**config.mk**
```make
export PLATFORM = sky130hd
export DESIGN_NAME = divisor_secuencial_nb_flat
export DESIGN_NICKNAME = d
export VERILOG_FILES = /design/src/rtl/divisor_secuencial_nb_pkg.sv /design/src/rtl/divisor_secuencial_nb_if.sv /design/src/rtl/divisor_secuencial_nb_restador.sv /design/src/rtl/divisor_secuencial_nb.sv /design/src/flat_wrapper.sv
export SDC_FILE = /design/constraint.sdc
export NUM_CORES = 1
export LEC_CHECK = 0
export CAP_MARGIN = 0
export CORE_UTILIZATION = 62
export DETAILED_ROUTE_END_ITERATION = 6
export DONT_BUFFER_PORTS = 1
export GPL_ROUTABILITY_DRIVEN = 0
export PLACE_DENSITY = 0.9
export SETUP_SLACK_MARGIN = 0.5
export SYNTH_ARGS = -nofsm -noshare
export SYNTH_HDL_FRONTEND = slang
export SYNTH_HIERARCHICAL = 1
export SYNTH_SLANG_ARGS = --single-unit
```
**constraint.sdc**
```tcl
create_clock -name clk -period 3.4 [get_ports clk]
set_input_delay 0.51 -clock clk [delete_from_list [all_inputs] [get_ports clk]]
set_output_delay 0.51 -clock clk [all_outputs]
set_load 0.02 [all_outputs]
```
**src/rtl/divisor_secuencial_nb_pkg.sv**
```systemverilog
// Shared types and width helpers for the sequential restoring divider.
package divisor_pkg;

  typedef enum logic [1:0] {
    INACTIVO = 2'd0,
    CALCULO  = 2'd1,
    FIN      = 2'd2
  } estado_div_t;

  // Iteration counter must hold the value N itself.
  function automatic int CNT_W(input int n);
    return $clog2(n + 1);
  endfunction

endpackage

```
**src/rtl/divisor_secuencial_nb_if.sv**
```systemverilog
// Handshake and operand/result bundle between the control unit and the divider.
interface divisor_secuencial_nb_if #(
  parameter int N = 4
);
  logic         start;
  logic [N-1:0] dividendo;
  logic [N-1:0] divisor;
  logic         listo;
  logic         valido;
  logic [N-1:0] cociente;
  logic [N-1:0] residuo;
  logic         div_cero;

  modport master (
    output start, dividendo, divisor,
    input  listo, valido, cociente, residuo, div_cero
  );

  modport slave (
    input  start, dividendo, divisor,
    output listo, valido, cociente, residuo, div_cero
  );
endinterface

```
**src/rtl/divisor_secuencial_nb_restador.sv**
```systemverilog
// W-bit subtractor d = a - b - ci; co is the borrow out (1 when a < b + ci).
module restador_nb #(
  parameter int W = 5
) (
  input  logic [W-1:0] a,
  input  logic [W-1:0] b,
  input  logic         ci,
  output logic [W-1:0] d,
  output logic         co
);

  logic [W:0] diff_s;

  // Extra top bit of the widened difference is the borrow.
  always_comb begin
    diff_s = {1'b0, a} - {1'b0, b} - {{W{1'b0}}, ci};
  end

  assign d  = diff_s[W-1:0];
  assign co = diff_s[W];

endmodule

```
**src/rtl/divisor_secuencial_nb.sv**
```systemverilog
// Multi-cycle unsigned restoring divider: one shared subtractor, N iterations,
// start/listo/valido handshake, divide-by-zero detection.
module divisor_secuencial_nb
  import divisor_pkg::*;
#(
  parameter int N = 4
) (
  input  logic                    clk,
  input  logic                    rst_n,
  divisor_secuencial_nb_if.slave  bus
);

  localparam int CW = CNT_W(N);

  estado_div_t   estado_r;
  logic [N-1:0]  r_r;
  logic [N-1:0]  q_r;
  logic [N-1:0]  divisor_r;
  logic [CW-1:0] cnt_r;

  logic          listo_r;
  logic          valido_r;
  logic [N-1:0]  cociente_r;
  logic [N-1:0]  residuo_r;
  logic          div_cero_r;

  logic [N:0]    t_s;
  logic [N:0]    d_s;
  logic          borrow_s;
  logic [N-1:0]  r_next_s;
  logic [N-1:0]  q_next_s;
  logic          unused_s;

  assign t_s = {r_r, q_r[N-1]};

  restador_nb #(
    .W (N + 1)
  ) u_restador (
    .a  (t_s),
    .b  ({1'b0, divisor_r}),
    .ci (1'b0),
    .d  (d_s),
    .co (borrow_s)
  );

  // The top difference bit is always zero when no borrow occurs.
  assign unused_s = d_s[N];

  // One restoring step: keep the difference unless the subtraction borrowed.
  always_comb begin
    r_next_s = t_s[N-1:0];
    q_next_s = {q_r[N-2:0], 1'b0};
    if (borrow_s) begin
      r_next_s = t_s[N-1:0];
      q_next_s = {q_r[N-2:0], 1'b0};
    end else begin
      r_next_s = d_s[N-1:0];
      q_next_s = {q_r[N-2:0], 1'b1};
    end
  end

  // Control FSM, iteration counter, shift registers and registered results.
  always_ff @(posedge clk or negedge rst_n) begin
    if (!rst_n) begin
      estado_r   <= INACTIVO;
      r_r        <= {N{1'b0}};
      q_r        <= {N{1'b0}};
      divisor_r  <= {N{1'b0}};
      cnt_r      <= {CW{1'b0}};
      listo_r    <= 1'b1;
      valido_r   <= 1'b0;
      cociente_r <= {N{1'b0}};
      residuo_r  <= {N{1'b0}};
      div_cero_r <= 1'b0;
    end else begin
      case (estado_r)
        INACTIVO: begin
          valido_r <= 1'b0;
          if (bus.start) begin
            listo_r <= 1'b0;
            if (bus.divisor == {N{1'b0}}) begin
              estado_r   <= FIN;
              valido_r   <= 1'b1;
              cociente_r <= {N{1'b1}};
              residuo_r  <= bus.dividendo;
              div_cero_r <= 1'b1;
            end else begin
              estado_r  <= CALCULO;
              divisor_r <= bus.divisor;
              r_r       <= {N{1'b0}};
              q_r       <= bus.dividendo;
              cnt_r     <= CW'(N);
            end
          end else begin
            listo_r <= 1'b1;
          end
        end
        CALCULO: begin
          r_r   <= r_next_s;
          q_r   <= q_next_s;
          cnt_r <= cnt_r - CW'(1);
          // Results are captured from the final step so they are valid in FIN.
          if (cnt_r == CW'(1)) begin
            estado_r   <= FIN;
            valido_r   <= 1'b1;
            cociente_r <= q_next_s;
            residuo_r  <= r_next_s;
            div_cero_r <= 1'b0;
          end else begin
            estado_r <= CALCULO;
          end
        end
        FIN: begin
          estado_r <= INACTIVO;
          valido_r <= 1'b0;
          listo_r  <= 1'b1;
        end
        default: begin
          estado_r <= INACTIVO;
          valido_r <= 1'b0;
          listo_r  <= 1'b1;
        end
      endcase
    end
  end

  assign bus.listo    = listo_r;
  assign bus.valido   = valido_r;
  assign bus.cociente = cociente_r;
  assign bus.residuo  = residuo_r;
  assign bus.div_cero = div_cero_r;

endmodule

```
**src/flat_wrapper.sv**
```systemverilog
// flat-port wrapper written by rule: the top's interface ports become plain ports
module divisor_secuencial_nb_flat import divisor_pkg::*;
#(
  parameter int N = 4
)
  (clk, rst_n, bus_start, bus_dividendo, bus_divisor, bus_listo, bus_valido, bus_cociente, bus_residuo, bus_div_cero);
  divisor_secuencial_nb_if #(.N(N)) bus_i ();
  input  logic clk;
  input  logic rst_n;
  input wire logic [$bits(bus_i.start)-1:0] bus_start;
  input wire logic [$bits(bus_i.dividendo)-1:0] bus_dividendo;
  input wire logic [$bits(bus_i.divisor)-1:0] bus_divisor;
  output wire logic [$bits(bus_i.listo)-1:0] bus_listo;
  output wire logic [$bits(bus_i.valido)-1:0] bus_valido;
  output wire logic [$bits(bus_i.cociente)-1:0] bus_cociente;
  output wire logic [$bits(bus_i.residuo)-1:0] bus_residuo;
  output wire logic [$bits(bus_i.div_cero)-1:0] bus_div_cero;
  assign bus_i.start = bus_start;
  assign bus_i.dividendo = bus_dividendo;
  assign bus_i.divisor = bus_divisor;
  assign bus_listo = bus_i.listo;
  assign bus_valido = bus_i.valido;
  assign bus_cociente = bus_i.cociente;
  assign bus_residuo = bus_i.residuo;
  assign bus_div_cero = bus_i.div_cero;
  divisor_secuencial_nb #(.N(N)) u_core (.clk(clk), .rst_n(rst_n), .bus(bus_i));
endmodule
```
==> flow_metrics.env <==
export IMPL_finalNonFillerCells=173
export IMPL_finalMaxSlewViolations=0
export IMPL_insertion_delay_ns=0.32
export IMPL_grt_antenna_before_repair=0
export IMPL_drv_cap=0
export IMPL_cts_path_max_buffers=2
export IMPL_grt_pass1_wl_um=5099
export IMPL_netlist_area_sq_um=1504
export IMPL_nNetsFinal=167
export IMPL_dpl_hpwl_um=2269
export IMPL_min_delay_path_depth=1
export IMPL_initial_core_util=0.6670
export IMPL_synth_warnings=6
export IMPL_dp_cells=165
export IMPL_port_buffers=0
export IMPL_hold_path_class="input pin to register"
export IMPL_critical_path_class="register to register"
export IMPL_fin_worst_skew_ns=0.003924
export IMPL_grt_util_all_layers=0.2664
export IMPL_wl_met3_um=269
export IMPL_chipWidth_um=51.25
export IMPL_rsz0062_at_grt="false"
export IMPL_synthCells=143
export IMPL_cts_tree="yes"
export IMPL_wirelength_um=3111
export IMPL_min_period_ns=2.663
export IMPL_root_buffer="clkbuf_4"
export IMPL_grt_max_degree=29
export IMPL_routed_top_layer="met4"
export IMPL_dr_pass1_iters=4
export IMPL_cts_buffers=3
export IMPL_htreeDepth=1
export IMPL_fmax_mhz=375.5
export IMPL_worstMarginPinSlew_ns=0.8165
export IMPL_met2_length_um=1572
export IMPL_core_area_sq_um=2255
export IMPL_grt_pass1_vias=1100
export IMPL_die_area_sq_um=2627
export IMPL_worst_setup_path_end_kind="register"
export IMPL_met1Wirelength_um=1208
export IMPL_cp_start_kind="register"
export IMPL_area_growth_pct=7.737
export IMPL_status="complete, no violations"
export IMPL_vias=1118
export IMPL_crit_fanout=5
export IMPL_holdWs_ns=0.3292
export IMPL_p_per_area_nw_per_um2=1191
export IMPL_avgRoutedWirePerCell_um=17.98
export IMPL_p_leak_uw=0.0007109
export IMPL_hold_viol=0
export IMPL_arrival_ns=2.89
export IMPL_drive_gt1_frac=0.1103
export IMPL_clock_sinks=28
export IMPL_grt_overflow_total=0
export IMPL_setup_violations=0
export IMPL_relSlewSlack=0.4511
export IMPL_io_pins=22
export IMPL_r2r_cells=10
export IMPL_cp_required_ns=3.62
export IMPL_path_clk_slew_ns=0.15
export IMPL_via_per_inst=6.462
export IMPL_drcViolationCount=0
export IMPL_ant_nets=0
export IMPL_vdd_drop_max_mv=0.6771
export IMPL_fin_setup_tns_ns=0
export IMPL_p_total_uw=1930
export IMPL_rows=17
export IMPL_insertedDiodeCount=0
export IMPL_drt_iter0_markers=34
export IMPL_syn_avg_cell_area_sq_um=10.52
export IMPL_fin_crit_sh=0.7832
export IMPL_die_h_um=51.25
-- per-stage QoR --
| step | setup WS (ns) | utilization | area, sq um |
|---|---|---|---|
| after floorplan | 0.8865 | - | 1508 |
| after global placement | 0.6394 | 0.6720 | 1515 |
| after detailed placement | 0.5484 | 0.6720 | 1515 |
| after CTS | 0.5297 | 0.7087 | 1598 |
| after global routing | 0.5996 | 0.7186 | 1620 |
| final | 0.7372 | 0.7186 | 1620 |
-- worst max-delay path, cell delays in order (launching register included) --
cell,delay (ns)
dfrtp_1,0.45
fa_1,0.45
ha_1,0.19
nand2b_1,0.14
a21o_1,0.19
a211oi_2,0.28
xor2_2,0.16
buf_4,0.17
mux2i_1,0.25
nand2_1,0.10
o221a_1,0.17
-- power breakdown --
group          switching [uW]  total, uW  internal [uW]
Sequential                200        699            499
Combinational             533       1020            483
Clock                    95.9        215            119
-- placed cells by master (no fill, tap or decap), types with 3 or more instances in the layout --
master,count
o21ai_0,8
nor2_1,6
ha_1,8
mux2_2,4
a31oi_1,4
dfrtp_1,27
inv_1,16
o22a_1,3
nand2_1,10
o221a_1,4
nand2b_1,5
clkbuf_4,3
nor2b_1,3
a21oi_1,5
mux2i_1,5
o22ai_1,5
-- final timing paths --
check                                    start                    end  slack, ns
setup / recovery                 u_core/q_r[3]  u_core/bus.residuo[1]       0.74
min in group asynchronous                rst_n     u_core/estado_r[1]       0.61
max in group asynchronous                rst_n       u_core/bus.listo       2.56
hold / removal                  bus_divisor[1]    u_core/divisor_r[1]       0.33
hold reg to reg            u_core/divisor_r[0]    u_core/divisor_r[0]       0.53
setup reg to reg                 u_core/q_r[3]  u_core/bus.residuo[1]       0.74
-- layer usage --
metal / up-vias / track usage
met5: - / 0
met3: 10 / 0.04762
met4: 0 / 0.1171
met1: 541 / 0.3250
met2: 67 / 0.4583
li1: 500 / -
-- state kept, by name, indices dropped and copies added, names as in the netlist --
| signal | cells |
|---|---|
| u_core/bus.cociente | 4 |
| u_core/bus.residuo | 4 |
| u_core/divisor_r | 4 |
| u_core/q_r | 4 |
| u_core/r_r | 4 |
| u_core/cnt_r | 3 |
| u_core/estado_r | 2 |
| u_core/bus.div_cero | 1 |
| u_core/bus.listo | 1 |
| u_core/bus.valido | 1 |
-- cell type report --
type                            instances  area [sq um]
Clock buffer                            3         22.52
Clock inverter                          1         30.03
Timing Repair Buffer                    4         45.04
Tap cell                               28         35.03
Fill cell                             142         634.4
Multi-Input combinational cell         93         725.7
Inverter                               16         60.06
Sequential cell                        28         701.9
-- repair_timing --
| item | in CTS | in global routing |
|---|---|---|
| setup endpoints to repair | 0 | 8 |
| buffers inserted | 0 | 2 |
| resized for setup | 0 | 1 |
| hold buffers | 2 | 0 |
| endpoints found under the hold margin | 28 | 0 |
No activity file was read; power rests on OpenSTA's default activity.
